`config.mk`:
```
export PLATFORM = sky130hd
export DESIGN_NAME = pattern_detector_flat
export DESIGN_NICKNAME = d
export VERILOG_FILES = /design/src/rtl/pattern_pkg.sv /design/src/rtl/pattern_detector_if.sv /design/src/rtl/sat_counter.sv /design/src/rtl/pattern_detector.sv /design/src/flat_wrapper.sv
export SDC_FILE = /design/constraint.sdc
export NUM_CORES = 1
export LEC_CHECK = 0
export CAP_MARGIN = 20
export CORE_AREA = 2 2 40 49
export CTS_CLUSTER_SIZE = 30
export DETAILED_ROUTE_END_ITERATION = 8
export DIE_AREA = 0 0 42 51
export GPL_TIMING_DRIVEN = 0
export PLACE_DENSITY = 0.7
export SYNTH_ARGS = -nofsm -noshare
export SYNTH_HDL_FRONTEND = slang
export SYNTH_SLANG_ARGS = --single-unit
```
`constraint.sdc`:
```
create_clock -name clk -period 1.5 [get_ports clk]
set_input_delay 0.3 -clock clk [delete_from_list [all_inputs] [get_ports clk]]
set_output_delay 0.3 -clock clk [all_outputs]
set_load 0.005 [all_outputs]
```
`src/rtl/pattern_pkg.sv`:
```
// Shared constants and detector state encoding for the 0111 constant word.
// The next-state helper walks the pattern table so both sides agree on it.
package pattern_pkg;

    localparam logic [3:0] PATTERN = 4'b0111;
    localparam int         PAT_LEN = 4;

    typedef enum logic [1:0] {
        S0 = 2'd0,
        S1 = 2'd1,
        S2 = 2'd2,
        S3 = 2'd3
    } state_t;

    // A wrong bit never leaves partial progress except a fresh leading 0.
    function automatic state_t next_state(state_t s, logic b);
        logic [1:0] idx;
        idx = 2'(PAT_LEN - 1) - s;
        if (b == PATTERN[idx])
            return state_t'(s + 2'd1);
        else
            return b ? S0 : S1;
    endfunction

endpackage

```
`src/rtl/pattern_detector_if.sv`:
```
// Serial bit stream in, match/count/state out.
interface pattern_detector_if #(
    parameter int CNT_W = 8
);
    logic             in;
    logic             in_valid;
    logic             clear;
    logic             match;
    logic [CNT_W-1:0] count;
    logic [1:0]       state;

    modport master (
        output in, in_valid, clear,
        input  match, count, state
    );

    modport slave (
        input  in, in_valid, clear,
        output match, count, state
    );
endinterface

```
`src/rtl/sat_counter.sv`:
```
// Saturating up-counter with synchronous clear.
module sat_counter #(
    parameter int W = 8
) (
    input  logic         clk,
    input  logic         rst_n,
    input  logic         clear,
    input  logic         inc,
    output logic [W-1:0] q
);
    always_ff @(posedge clk or negedge rst_n) begin
        if (!rst_n)
            q <= '0;
        else if (clear)
            q <= '0;
        else if (inc && !(&q))
            q <= q + 1'b1;
    end
endmodule

```
`src/rtl/pattern_detector.sv`:
```
// Moore detector for the serial word 0111 with match pulse and match count.
module pattern_detector
    import pattern_pkg::*;
#(
    parameter int CNT_W = 8
) (
    input  logic              clk,
    input  logic              rst_n,
    pattern_detector_if.slave bus
);
    state_t state;
    logic   match;
    logic   hit;

    assign hit = bus.in_valid && !bus.clear
               && state == S3 && bus.in;

    always_ff @(posedge clk or negedge rst_n) begin
        if (!rst_n) begin
            state <= S0;
            match <= 1'b0;
        end else if (bus.clear) begin
            state <= S0;
            match <= 1'b0;
        end else if (bus.in_valid) begin
            state <= next_state(state, bus.in);
            match <= (state == S3) && bus.in;
        end else begin
            match <= 1'b0;
        end
    end

    sat_counter #(
        .W(CNT_W)
    ) u_cnt (
        .clk  (clk),
        .rst_n(rst_n),
        .clear(bus.clear),
        .inc  (hit),
        .q    (bus.count)
    );

    assign bus.match = match;
    assign bus.state = state;
endmodule

```
`src/flat_wrapper.sv`:
```
// flat-port wrapper written by rule: the top's interface ports become plain ports
module pattern_detector_flat import pattern_pkg::*;
#(
    parameter int CNT_W = 8
)
  (clk, rst_n, bus_in, bus_in_valid, bus_clear, bus_match, bus_count, bus_state);
  pattern_detector_if #(.CNT_W(CNT_W)) bus_i ();
  input  logic clk;
  input  logic rst_n;
  input wire logic [$bits(bus_i.in)-1:0] bus_in;
  input wire logic [$bits(bus_i.in_valid)-1:0] bus_in_valid;
  input wire logic [$bits(bus_i.clear)-1:0] bus_clear;
  output wire logic [$bits(bus_i.match)-1:0] bus_match;
  output wire logic [$bits(bus_i.count)-1:0] bus_count;
  output wire logic [$bits(bus_i.state)-1:0] bus_state;
  assign bus_i.in = bus_in;
  assign bus_i.in_valid = bus_in_valid;
  assign bus_i.clear = bus_clear;
  assign bus_match = bus_i.match;
  assign bus_count = bus_i.count;
  assign bus_state = bus_i.state;
  pattern_detector #(.CNT_W(CNT_W)) u_core (.clk(clk), .rst_n(rst_n), .bus(bus_i));
endmodule
```
==> metrics.csv <==
stage;metric;value;unit
timing;Hold Slack;349;ps
layout;Register Area;279;µm²
power_and_ir_drop;cell internal pwr;433;µW
route;met3 WL;69;µm
critical_path;R2R Path Start;u_core.bus.state[0]$_DFFE_PN0P_;
power_and_ir_drop;Static Leak;0.000504;µW
die;core region area;1720;µm²
placed_design;dpl hpwl;1010;µm
route;Via density;5.44;
clocking;hold-fix buffer count after cts;0;
layout;most frequent cells in the layout;buf_4, dfrtp_1, clkdlybuf4s50_1, a21oi_1, dlygate4sd2_1;
layout;Antenna Diode Count;0;
run_status;status;completed;
yosys;Netlist cell types;32;
timing;FMAX;687;MHz
critical_path;Critical path destination;u_core.u_cnt.q[5]$_DFFE_PN0P_;
yosys;cells after synthesis;59;
yosys;Avg Cell Area, Syn;10.8;µm²
power_and_ir_drop;Sequential Power Share;52.4;%
yosys;synthesized cell area;639;µm²
global_route;total gr overflow;0;
die;Ports;16;
layout;total area of multi-input combinational cells;362;µm²
critical_path;Data arrival, critical path;1640;ps
route;Antenna Nets Post-Route;0;
placed_design;placed insts;93;
power_and_ir_drop;logic gate share of total power;11.1;%
timing;Final period util;97.0;%
job;Max-Cap Viols;0;
die;die extent in y;51;µm
global_route;largest net degree at the start of global routing;12;
critical_path;Worst R2R Setup Slack;40;ps
layout;Finished Layout Cells;106;
clocking;Bufs on Longest Clock Path;2;
yosys;number of synthesized register bits;11;
timing;final hold vios;0;
die;initial core utilization;37.1;%
yosys;sequential area share after synthesis;43.1;%
timing;final setup vio count;0;
die;width of the die;42;µm
layout;filler cell count;158;
power_and_ir_drop;Peak VDD IR;0.341;mV
critical_path;Critical Path RT;1680;ps
critical_path;Levels on crit path;6;
route;1st-pass router iterations;4;
critical_path;kind of cell adding the most delay to the critical path;flip-flops;
critical_path;capture point of the worst reg-to-reg path;u_core.u_cnt.q[5]$_DFFE_PN0P_;
timing;Layout Skew;2.48;ps
route;1st-iter DRT viols;9;
power_and_ir_drop;Final Power;582;µW
timing;Min Clock Period, post-route;1460;ps
critical_path;cells along the critical path;ha_2 -> nand4b_4 -> inv_2 -> buf_6 -> a41oi_1 -> a211oi_1;
die;die area;2140;µm²
critical_path;CP Buf/Inv Count;2;
critical_path;crit path capture type;flop;
die;num rows;17;
layout;design area;940;µm²
route;met2 routed WL;768;µm
critical_path;critical path's largest stage delay;430;ps
placed_design;Placed Area;813;µm²
power_and_ir_drop;net switching power;149;µW
yosys;Mapped Nets;67;
power_and_ir_drop;Sw Share;25.6;%
route;met1 wire length;675;µm
critical_path;critical path startpoint;u_core.bus.state[0]$_DFFE_PN0P_;
critical_path;crit path kind;flop to flop;
global_route;gr usage total;16.2;%
route;post-DR wirelength/cell;14.8;µm
layout;area delta synth->final;47.0;%
route;WL final;1570;µm
clocking;CTS buffer count;3;
placed_design;RePlAce Congestion;0.805;
timing;worst slew pin tran;498;ps
critical_path;r2r worst-path depth;6;
route;DR top layer;met4;
yosys;Synth warnings;0;
clocking;number of clock sinks;11;
global_route;antenna violations before repair;0;
timing;final slew viol count;0;
power_and_ir_drop;clock power share;36.5;%
layout;Core Util, Final;54.5;%
route;routed vias;577;
global_route;number of global-route vias before repair;551;
clocking;Worst-path clk slew;70;ps
hold_path;worst hold path class;input port to asynchronous set/reset pin;
clocking;Clk Latency, worst-skew pair;280;ps
global_route;global-route wire length before repair;2530;µm
layout;share of cells above drive strength 1;32.2;%
layout;most common cell after layout, fill and taps aside;buf_4;
critical_path;crit path launch type;flop;
route;Post-route DRC;0;
power_and_ir_drop;PwrDens;619;nW/µm²
critical_path;slowest cell on the critical path;dfrtp_1;
critical_path;Crit Path Max Fanout;10;
clocking;CTS H-tree lvls;1;
layout;final net count;96;
placed_design;input/output buffers;15;
clocking;CTS tree;done;
timing;Max transition margin;66.7;%
clocking;Root Driver;clkbuf_4;
## repair_timing
action,4_1_cts,5_1_grt
gates resized for setup,8,9
setup endpoints to repair,11,9
pin swaps,2,1
setup buffers,6,3
## cell families (layout without fill, tap and decap cells)
family                     Yosys count  after routing  share of synthesized area, %
adders and majority gates            3              3                          5.87
AOI/OAI and AO/OA                   17             17                          22.1
xor gates and xnor gates             1              1                          1.37
and+or+nand+nor                     20             20                          20.2
muxes                                2              2                          3.33
DFF                                 11             11                          43.1
buffers and inverters                5             33                          4.11
## metrics by stage
step	TNS (ps)	setup slack (ps)
after detailed placement	-1410	-253
final	0	44.6
after floorplan	0	96.3
after global routing	-29.7	-12.4
after global placement	-1290	-242
after CTS	0	15.3
## power by group through the flow
stage / Sequential, µW / Combinational, µW / Clock [µW]
floorplan: 310 / 22.5 / 0
global placement: 310 / 53.3 / 0
detailed placement: 311 / 55.7 / 0
CTS: 304 / 57.0 / 218
global route: 305 / 71.6 / 224
finish: 305 / 64.7 / 212
## worst min-delay path by stage
| stage | startpoint | end | slack [ps] | depth (start not counted) |
|---|---|---|---|---|
| after floorplan | rst_n | u_core.bus.match$_DFF_PN0_ | 4 | 0 |
| after global placement | u_core.u_cnt.q[0]$_DFFE_PN0P_ | u_core.u_cnt.q[0]$_DFFE_PN0P_ | 520 | 1 |
| after detailed placement | u_core.u_cnt.q[0]$_DFFE_PN0P_ | u_core.u_cnt.q[0]$_DFFE_PN0P_ | 530 | 1 |
| after CTS | rst_n | u_core.u_cnt.q[5]$_DFFE_PN0P_ | 360 | 1 |
| after global routing | rst_n | u_core.u_cnt.q[6]$_DFFE_PN0P_ | 380 | 1 |
| final | rst_n | u_core.u_cnt.q[5]$_DFFE_PN0P_ | 350 | 1 |
## per-layer routing
metal | vias to the layer above | global-route usage, %
met5 | - | 0
met4 | 0 | 12.9
met3 | 5 | 2.83
met2 | 14 | 26.6
met1 | 271 | 18.5
li1 | 287 | -
## layout make-up
class / count / area share, %
well taps: 19 / 2.53
clock buffers: 3 / 2.40
flip-flops and latches: 11 / 29.7
clock inverters: 1 / 0.533
repair buffers: 24 / 23.6
plain buffers: 2 / 1.60
multi-input cells: 43 / 38.5
inverters: 3 / 1.20
## worst reg2reg max path, cell delays in order (launching register included)
cell	delay, ps
dfrtp_1	430
ha_2	220
nand4b_4	120
inv_2	100
buf_6	140
a41oi_1	130
a211oi_1	220
## cells in the mapped netlist
| master | instances | share of area (%) |
|---|---|---|
| and4_2 | 1 | 1.6 |
| a41oi_1 | 2 | 2.7 |
| o211a_1 | 1 | 1.6 |
| a311oi_2 | 1 | 2.3 |
| clkbuf_1 | 1 | 0.59 |
| nand2_1 | 2 | 1.2 |
| nand3_1 | 2 | 1.6 |
| nand2b_1 | 2 | 2.0 |
| a41oi_2 | 1 | 2.5 |
| inv_1 | 2 | 1.2 |
| nor4_1 | 1 | 0.98 |
| buf_6 | 1 | 1.8 |
| nand4b_2 | 1 | 2.3 |
| nor3_1 | 3 | 2.3 |
| and2_1 | 1 | 0.98 |
| o21a_1 | 1 | 1.2 |
| o21ai_2 | 1 | 1.4 |
| mux2_2 | 1 | 1.8 |
| a31oi_1 | 1 | 0.98 |
| ha_1 | 3 | 5.9 |
| inv_2 | 1 | 0.59 |
| a311oi_1 | 1 | 1.4 |
| dfrtp_1 | 11 | 43 |
| a21oi_1 | 5 | 3.9 |
| a211oi_1 | 2 | 2.3 |
| and4_1 | 1 | 1.4 |
| xor2_1 | 1 | 1.4 |
| nor2b_1 | 1 | 0.98 |
| nand4_1 | 1 | 0.98 |
| mux2i_1 | 1 | 1.6 |
| o2111a_1 | 1 | 1.8 |
| and3_1 | 4 | 3.9 |
## flip-flops by register name (all words and copies together), names as in the netlist
signal,flops
u_core.bus.state,2
u_core.bus.match,1
u_core.u_cnt.q,8
Power figures use the tool's default switching activity.
